===== src/rtl/ex_mem_skid_stage.sv =====
// rtl/ex_mem_skid_stage.sv - EX/MEM boundary register with 2-entry skid buffer, commit gating and flush
// Optional feature macro: EX_MEM_STALL_CNT_EN (adds stall_cycles back-pressure counter)
module ex_mem_skid_stage #(
   parameter int DATA_W = 111,
   parameter int WE_W   = 4
) (
   input  logic              clk,
   input  logic              rst,
   input  logic              in_valid,
   output logic              in_ready,
   input  logic              in_act,
   input  logic [DATA_W-1:0] in_data,
   input  logic [WE_W-1:0]   in_we,
   input  logic              in_wer,
   input  logic              flush,
   output logic              out_valid,
   input  logic              out_ready,
   output logic [DATA_W-1:0] out_data,
   output logic [WE_W-1:0]   out_we,
   output logic              out_wer,
   output logic [1:0]        occupancy
`ifdef EX_MEM_STALL_CNT_EN
   ,output logic [31:0]      stall_cycles
`endif
);

   logic              main_v_q, main_v_d;
   logic [DATA_W-1:0] main_data_q, main_data_d;
   logic [WE_W-1:0]   main_we_q, main_we_d;
   logic              main_wer_q, main_wer_d;
   logic              skid_v_q, skid_v_d;
   logic [DATA_W-1:0] skid_data_q, skid_data_d;
   logic [WE_W-1:0]   skid_we_q, skid_we_d;
   logic              skid_wer_q, skid_wer_d;

   logic              acc;
   logic              drn;
   logic [WE_W-1:0]   gated_we;
   logic              gated_wer;

   // Handshake decode and commit gating of side effects; payload passes through untouched
   always_comb begin
      acc       = in_valid & in_ready;
      drn       = main_v_q & out_ready;
      gated_we  = in_we & {WE_W{in_act}};
      gated_wer = in_wer & in_act;
   end

   // Next-state: main is the head of a 2-deep FIFO, skid only ever fills behind a stalled main
   always_comb begin
      main_v_d    = main_v_q;
      main_data_d = main_data_q;
      main_we_d   = main_we_q;
      main_wer_d  = main_wer_q;
      skid_v_d    = skid_v_q;
      skid_data_d = skid_data_q;
      skid_we_d   = skid_we_q;
      skid_wer_d  = skid_wer_q;
      if (flush) begin
         main_v_d = 1'b0;
         skid_v_d = 1'b0;
      end else if (!main_v_q || (drn && !skid_v_q)) begin
         // Main is free this cycle: fill from input or go empty
         main_v_d = acc;
         if (acc) begin
            main_data_d = in_data;
            main_we_d   = gated_we;
            main_wer_d  = gated_wer;
         end
      end else if (drn) begin
         // Skid is full and in_ready is low, so promote skid with no new accept
         main_v_d    = 1'b1;
         main_data_d = skid_data_q;
         main_we_d   = skid_we_q;
         main_wer_d  = skid_wer_q;
         skid_v_d    = 1'b0;
      end else if (acc) begin
         skid_v_d    = 1'b1;
         skid_data_d = in_data;
         skid_we_d   = gated_we;
         skid_wer_d  = gated_wer;
      end
   end

   // State registers, asynchronously cleared so a mid-transfer reset drops everything at once
   always_ff @(posedge clk or posedge rst) begin
      if (rst) begin
         main_v_q    <= 1'b0;
         main_data_q <= '0;
         main_we_q   <= '0;
         main_wer_q  <= 1'b0;
         skid_v_q    <= 1'b0;
         skid_data_q <= '0;
         skid_we_q   <= '0;
         skid_wer_q  <= 1'b0;
      end else begin
         main_v_q    <= main_v_d;
         main_data_q <= main_data_d;
         main_we_q   <= main_we_d;
         main_wer_q  <= main_wer_d;
         skid_v_q    <= skid_v_d;
         skid_data_q <= skid_data_d;
         skid_we_q   <= skid_we_d;
         skid_wer_q  <= skid_wer_d;
      end
   end

   // Outputs from main; side-effect strobes masked so stale data never writes after a flush
   always_comb begin
      out_valid = main_v_q;
      out_data  = main_data_q;
      out_we    = main_we_q & {WE_W{main_v_q}};
      out_wer   = main_wer_q & main_v_q;
      in_ready  = ~skid_v_q;
      occupancy = {1'b0, main_v_q} + {1'b0, skid_v_q};
   end

`ifdef EX_MEM_STALL_CNT_EN
   logic [31:0] stall_q, stall_d;

   // Count cycles where MEM holds off a valid entry; wraps naturally, survives flush
   always_comb begin
      stall_d = stall_q + {31'b0, main_v_q & ~out_ready};
   end

   // Stall counter register
   always_ff @(posedge clk or posedge rst) begin
      if (rst) begin
         stall_q <= '0;
      end else begin
         stall_q <= stall_d;
      end
   end

   assign stall_cycles = stall_q;
`endif

endmodule


===== config.mk =====
export PLATFORM = sky130hd
export DESIGN_NAME = ex_mem_skid_stage
export DESIGN_NICKNAME = d
export VERILOG_FILES = /design/src/rtl/ex_mem_skid_stage.sv
export SDC_FILE = /design/constraint.sdc
export NUM_CORES = 1
export LEC_CHECK = 0
export CORE_MARGIN = 10
export CORE_UTILIZATION = 40
export CTS_BUF_LIST = sky130_fd_sc_hd__clkbuf_4 sky130_fd_sc_hd__clkbuf_8
export DETAILED_ROUTE_END_ITERATION = 6
export GPL_ROUTABILITY_DRIVEN = 0
export GPL_TIMING_DRIVEN = 0
export PLACE_DENSITY = 0.71
export SYNTH_ARGS = -nofsm -noshare
export SYNTH_HDL_FRONTEND = slang
export SYNTH_SLANG_ARGS = --single-unit

===== constraint.sdc =====
create_clock -name clk -period 12.6 [get_ports clk]
set_input_delay 2.52 -clock clk [delete_from_list [all_inputs] [get_ports clk]]
set_output_delay 2.52 -clock clk [all_outputs]
set_load 0.005 [all_outputs]

==> flow_metrics.tcl, run 1 <==
set metrics [dict create \
    status "completed" \
    relSlewSlack_pct 49.8 \
    synthCells 954 \
    area_growth_syn_to_layout_pct 34.8 \
    required_ns 10.08 \
    fp-row-count 60 \
    numCtsBuffers 42 \
    holdPathEnd "skid_data_q[76]" \
    post-route-cell-area_sq_mm 0.0146 \
    timing.final.ws_setup_ns 7.78 \
    tritoncts "done" \
    port_buffers 241 \
    synth.largest_area_cell "dfrtp_1" \
    r2r-end "skid_data_q[105]" \
    nNetsFinal 1364 \
    synth_cell_types 25 \
    timing.hold.ws_ns 0.488 \
    vias 9270 \
    timing.final.crit_share_pct 38.2 \
    post_cts_buffers 0 \
    worstSetupPathType "register to output port" \
    max_stage_delay_ns 0.52 \
    ios 242 \
    rsz0062_at_grt "false" \
    dp.cells 1538 \
    htree_levels 2 \
    final_util_pct 54.4 \
    die_x_um 184 \
    yosysWarnings 0 \
    grt_max_degree 128 \
    coreArea_sq_mm 0.0268 \
    async_flop_share_pct 100 \
    grt_pass1_vias 9681 \
    track_usage_pct 20.1 \
    finalSetupViolations 0 \
    netlist_area_sq_mm 0.0108 \
    drc_errors 0 \
    finalPower_mw 2.31 \
    yosys-top-cells-count "234 x dfrtp_1, 222 x a31oi_1, 116 x nand3b_1" \
    leakage_nw 5.58 \
    crit_buf_inv 3 \
    dpl-instance-area_sq_mm 0.0137 \
    maxSlewViolCount 0 \
    insertion_delay_ns 0.53 \
    syn-num-nets 1077 \
    syn_avg_cell_area_sq_um 11.3 \
    synth_top_area_share_pct 54.1 \
    start_util_pct 40.4 \
    worstSetupEndpointType "output port" \
    synth_seq_cells 234 \
    yosys_most_used_dff "dfrtp_1" \
    fmax_mhz 208 \
    detailed_place_hpwl_mm 24.2 \
    cp_top_family "buffers and inverters" \
    clkSinkCount 234 \
    synth_most_common_cell "dfrtp_1" \
    start_kind "register" \
    drv_cap 0 \
    drtPass1Iterations 5 \
    vdd_drop_max_mv 0.0789 \
    drive_above_1_share_pct 15.1 \
    yosysSeqAreaShare_pct 54.1 \
    place_ws_ns 7.55 \
    synth_area_leaders "dfrtp_1 54%, a31oi_1 13%, nand3b_1 8.1%" \
    reg2reg_depth 7 \
    synth_edf_count 0 \
    worstPathArrival_ns 2.30 \
    drt_iter0_markers 560 \
    grt-ovfl-total 0 \
    critical_path.max_fanout 10 \
    cp_cell_sequence "buf_6 > clkbuf_1 > and2_1 > clkdlybuf4s50_1" \
    hold_path_startpoint "skid_data_q[76]" \
    fin_skew_ns 0.0164 \
    via_per_inst 5.75 \
    die_area_sq_mm 0.0340 \
    ant_nets 0 \
    wl_per_cell_um 21.7 \
    hold_viol_final 0 \
    regToRegStartpoint "out_valid" \
    hold_buffers 0 \
    hp-class "register to register" \
    worstMarginPinSlew_ns 0.753 \
    tns_ns 0 \
    die_h_um 184 \
    min_period_ns 4.82 \
    cp_slowest_cell "clkdlybuf4s50_1" \
    clock-root-buffer "clkbuf_8" \
    instances_no_fill 1611 \
    grt_pass1_wl_mm 54.7 \
    antenna_found_initial 3 \
    cts_resized 0 \
    power_density_mw_per_mm2 158 \
    min_path_cells 1 \
    path_clk_slew_ns 0.06 \
    clock_path_buffers 3 \
    routed_wl_mm 34.9 \
    regToRegSetupSlack_ns 10.17 \
]
final cells by class:
type,instances,area (sq um)
inverters,4,22.5
repair buffers,243,2470
clock buffers,66,808
clock inverters,5,52.6
plain buffers,115,523
flip-flops and latches,234,5860
diodes,2,5.00
fillers,2309,12200
well taps,341,427
multi-input cells,601,4420
logic make-up after synthesis:
group,share of synthesized area (%)
AND/OR/NAND/NOR,9.05
multiplexers,12.2
buffers and inverters,4.97
AO/OA/AOI/OAI,19.5
flip-flops,54.1
adder cells (fa/ha/maj),0.116
registers in the layout (all words and copies together) (netlist names):
| name | count |
|---|---|
| skid_v_q | 1 |
| out_valid | 1 |
| main_wer_q | 1 |
| main_we_q | 4 |
| skid_we_q | 4 |
| skid_wer_q | 1 |
| out_data | 111 |
| skid_data_q | 111 |
layer usage:
metal | global-route usage (%) | vias to the layer above | part of all wire, % | wire length (um)
met3 | 6.04 | 49 | 9.3 | 3250
li1 | - | 4204 | - | -
met4 | 4.98 | 2 | 1.7 | 600
met5 | 0 | - | 0.034 | 12
met1 | 26.1 | 4610 | 42 | 14700
met2 | 31.9 | 405 | 47 | 16400
worst max-delay path by stage:
stage | endpoint | cells past startpoint | slack [ns] | from
2_1_floorplan | main_we_q[0] | 1 | 3.66 | rst
3_3_place_gp | out_data[3] | 2 | 0.47 | rst
3_5_place_dp | out_data[54] | 7 | 7.55 | out_ready
4_1_cts | out_wer | 4 | 7.70 | out_valid
5_1_grt | out_we[1] | 4 | 7.64 | out_valid
6_report | out_we[0] | 4 | 7.78 | out_valid
power breakdown:
group	internal, mW	switching (mW)
combinational	0.309	0.230
sequential	0.931	0.102
clock	0.425	0.310
total	1.67	0.641
worst reg2reg max path: cells and delay by family (launching register included):
kind / cells / cell delay, ns
buffers and inverters: 4 / 0.99
DFF: 1 / 0.43
muxes: 1 / 0.34
and+or+nand+nor: 2 / 0.56
cell usage in the layout (no fill, tap or decap):
master	instances
inv_8	1
nand3b_1	116
clkinv_2	3
a211oi_1	1
nor3_4	1
nand2b_1	2
clkinvlp_4	1
nor2_1	1
a31oi_1	222
o21ai_0	114
buf_1	6
a21oi_1	1
inv_1	1
clkbuf_1	81
buf_2	16
o21ai_1	2
and3_1	1
clkbuf_4	16
buf_4	5
and2_1	10
diode_2	2
mux2_2	77
a31oi_2	10
mux2_1	40
o21a_1	1
inv_2	2
nor2b_1	1
ha_1	1
dfrtp_1	234
bufinv_16	1
clkdlybuf4s50_1	241
clkbuf_8	50
buf_6	7
buf_16	2
(Power assumes the default switching activity.)
==> run 2: changes to the inputs <==
Clock period 12.6 ns to 4.8 ns, I/O delays scaled along.
==> run 2 against run 1 <==
First-iteration DRC count is 0.71% higher. Clock power grew to 2.5 times the previous value. Cell count stayed put. Hold slack worse by 0.0034 ns. Utilization is 0.12 points higher. Power grew to 2.6 times the previous value.
==> flow_metrics.tcl, run 2 (synthesis gave the netlist of run 1 again) <==
set metrics [dict create \
    status "completed" \
    hp-class "register to register" \
    numCtsBuffers 41 \
    finalPower_mw 6.00 \
    power_density_mw_per_mm2 411 \
    relSlewSlack_pct 53.3 \
    die_area_sq_mm 0.0340 \
    tritoncts "done" \
    timing.final.ws_setup_ns 1.56 \
    grt_pass1_vias 9659 \
    final_cell_mix "241 x clkdlybuf4s50_1, 234 x dfrtp_1, 222 x a31oi_1" \
    drt_iter0_markers 564 \
    area_growth_syn_to_layout_pct 35.1 \
    routed_wl_mm 35.1 \
    hold_buffers 0 \
    fp-row-count 60 \
    insertion_delay_ns 0.53 \
    vias 9269 \
    drive_above_1_share_pct 15.1 \
    wl_per_cell_um 21.8 \
    p_seq_share_pct 45.1 \
    port_buffers 241 \
    min_period_ns 3.24 \
    htree_levels 2 \
    swShare_pct 27.9 \
    p_int_mw 4.33 \
    rsz0062_at_grt "false" \
    cp_cell_sequence "buf_6 > clkbuf_1 > and2_1 > clkdlybuf4s50_1" \
    ios 242 \
    worstMarginPinSlew_ns 0.701 \
    critical_path.max_fanout 10 \
    worstSetupEndpointType "output port" \
    grt_pass1_wl_mm 55.1 \
    cp_slowest_cell "clkdlybuf4s50_1" \
    ant_nets 0 \
    via_per_inst 5.75 \
    path_clk_slew_ns 0.06 \
    worstSetupPathType "register to output port" \
    leakage_nw 5.59 \
    power_frac_clock_pct 31.1 \
    coreArea_sq_mm 0.0268 \
    final_util_pct 54.5 \
    clkSinkCount 234 \
    drv_cap 0 \
    max_stage_delay_ns 0.53 \
    drtPass1Iterations 7 \
    die_h_um 184 \
    drc_errors 0 \
    nNetsFinal 1367 \
    multi_input_area_sq_mm 0.00442 \
    start_util_pct 40.4 \
    worstPathArrival_ns 2.28 \
    timing.final.crit_share_pct 67.5 \
    fmax_mhz 309 \
    dpl-instance-area_sq_mm 0.0138 \
    hold_viol_final 0 \
    clock_path_buffers 3 \
    required_ns 3.84 \
    post_cts_buffers 0 \
    switching_power_mw 1.67 \
    p_comb_share_pct 23.7 \
    antenna_found_initial 3 \
    detailed_place_hpwl_mm 24.6 \
    grt-ovfl-total 0 \
    vdd_drop_max_mv 0.248 \
    cts_resized 0 \
    die_x_um 184 \
    post-route-cell-area_sq_mm 0.0146 \
    place_ws_ns 1.34 \
    grt_max_degree 43 \
    track_usage_pct 20.2 \
    fin_skew_ns 0.0129 \
    clock-root-buffer "clkbuf_8" \
    n_fill_cell 2336 \
    maxSlewViolCount 0 \
    final_common_cell "clkdlybuf4s50_1" \
    start_kind "register" \
    final-seq-area_sq_mm 0.00586 \
    finalSetupViolations 0 \
]
run 2: changes by cell type in the layout (fill, tap and decap cells not counted), sizes merged:
cell / change
clkinv: -2
buf: +4
clkinvlp: +1
inv: -1
bufinv: -1
clkbuf: -1
run 2: power by group through the flow:
stage / clock (mW) / combinational, mW / sequential [mW]
floorplan: 0 / 0.682 / 2.69
global placement: 0 / 1.39 / 2.72
detailed placement: 0 / 1.44 / 2.73
CTS: 1.91 / 1.44 / 2.70
global route: 2.00 / 1.57 / 2.76
finish: 1.87 / 1.43 / 2.71
run 2: layout make-up:
class,count,share of cell area [%]
antenna,2,0.0342
sequential,234,40.1
buffer,115,3.58
clock buffer,65,5.61
clock inverter,2,0.0856
timing repair buffer,247,17.3
tap,341,2.92
inverter,4,0.128
multi-input combinational,601,30.3
run 2: worst paths after layout:
check                                      from              end  slack [ns]  cells past startpoint
max in group asynchronous                   rst  skid_data_q[31]        2.95                      5
worst max-delay path                  out_valid          out_wer        1.56                      4
worst max register to register         skid_v_q     out_data[56]        2.35                      6
min in group asynchronous                   rst  skid_data_q[91]        0.78                      2
worst min-delay path            skid_data_q[82]  skid_data_q[82]        0.48                      1
worst min register to register  skid_data_q[82]  skid_data_q[82]        0.48                      1
run 2: critical path, delay by kind of cell (launching register included):
kind	cells	cell delay, ns
AND/OR/NAND/NOR	1	0.22
buffers and inverters	3	1.11
flip-flops	1	0.43
run 2: stage by stage:
step | TNS [ns] | instances | hold WS (ns)
floorplan | 0 | 954 | 0.459
detailed placement | 0 | 1542 | 0.475
global route | 0 | 1611 | 0.504
CTS | 0 | 1609 | 0.488
global placement | -236.04 | 1536 | 0.467
finish | 0 | 1611 | 0.485
run 2: layer usage:
layer	vias up	track usage, %	part of all wire (%)
met1	4670	26.3	42
met5	-	0	0.031
met2	338	32.0	47
met3	50	6.18	8.8
li1	4209	-	-
met4	2	5.44	1.7
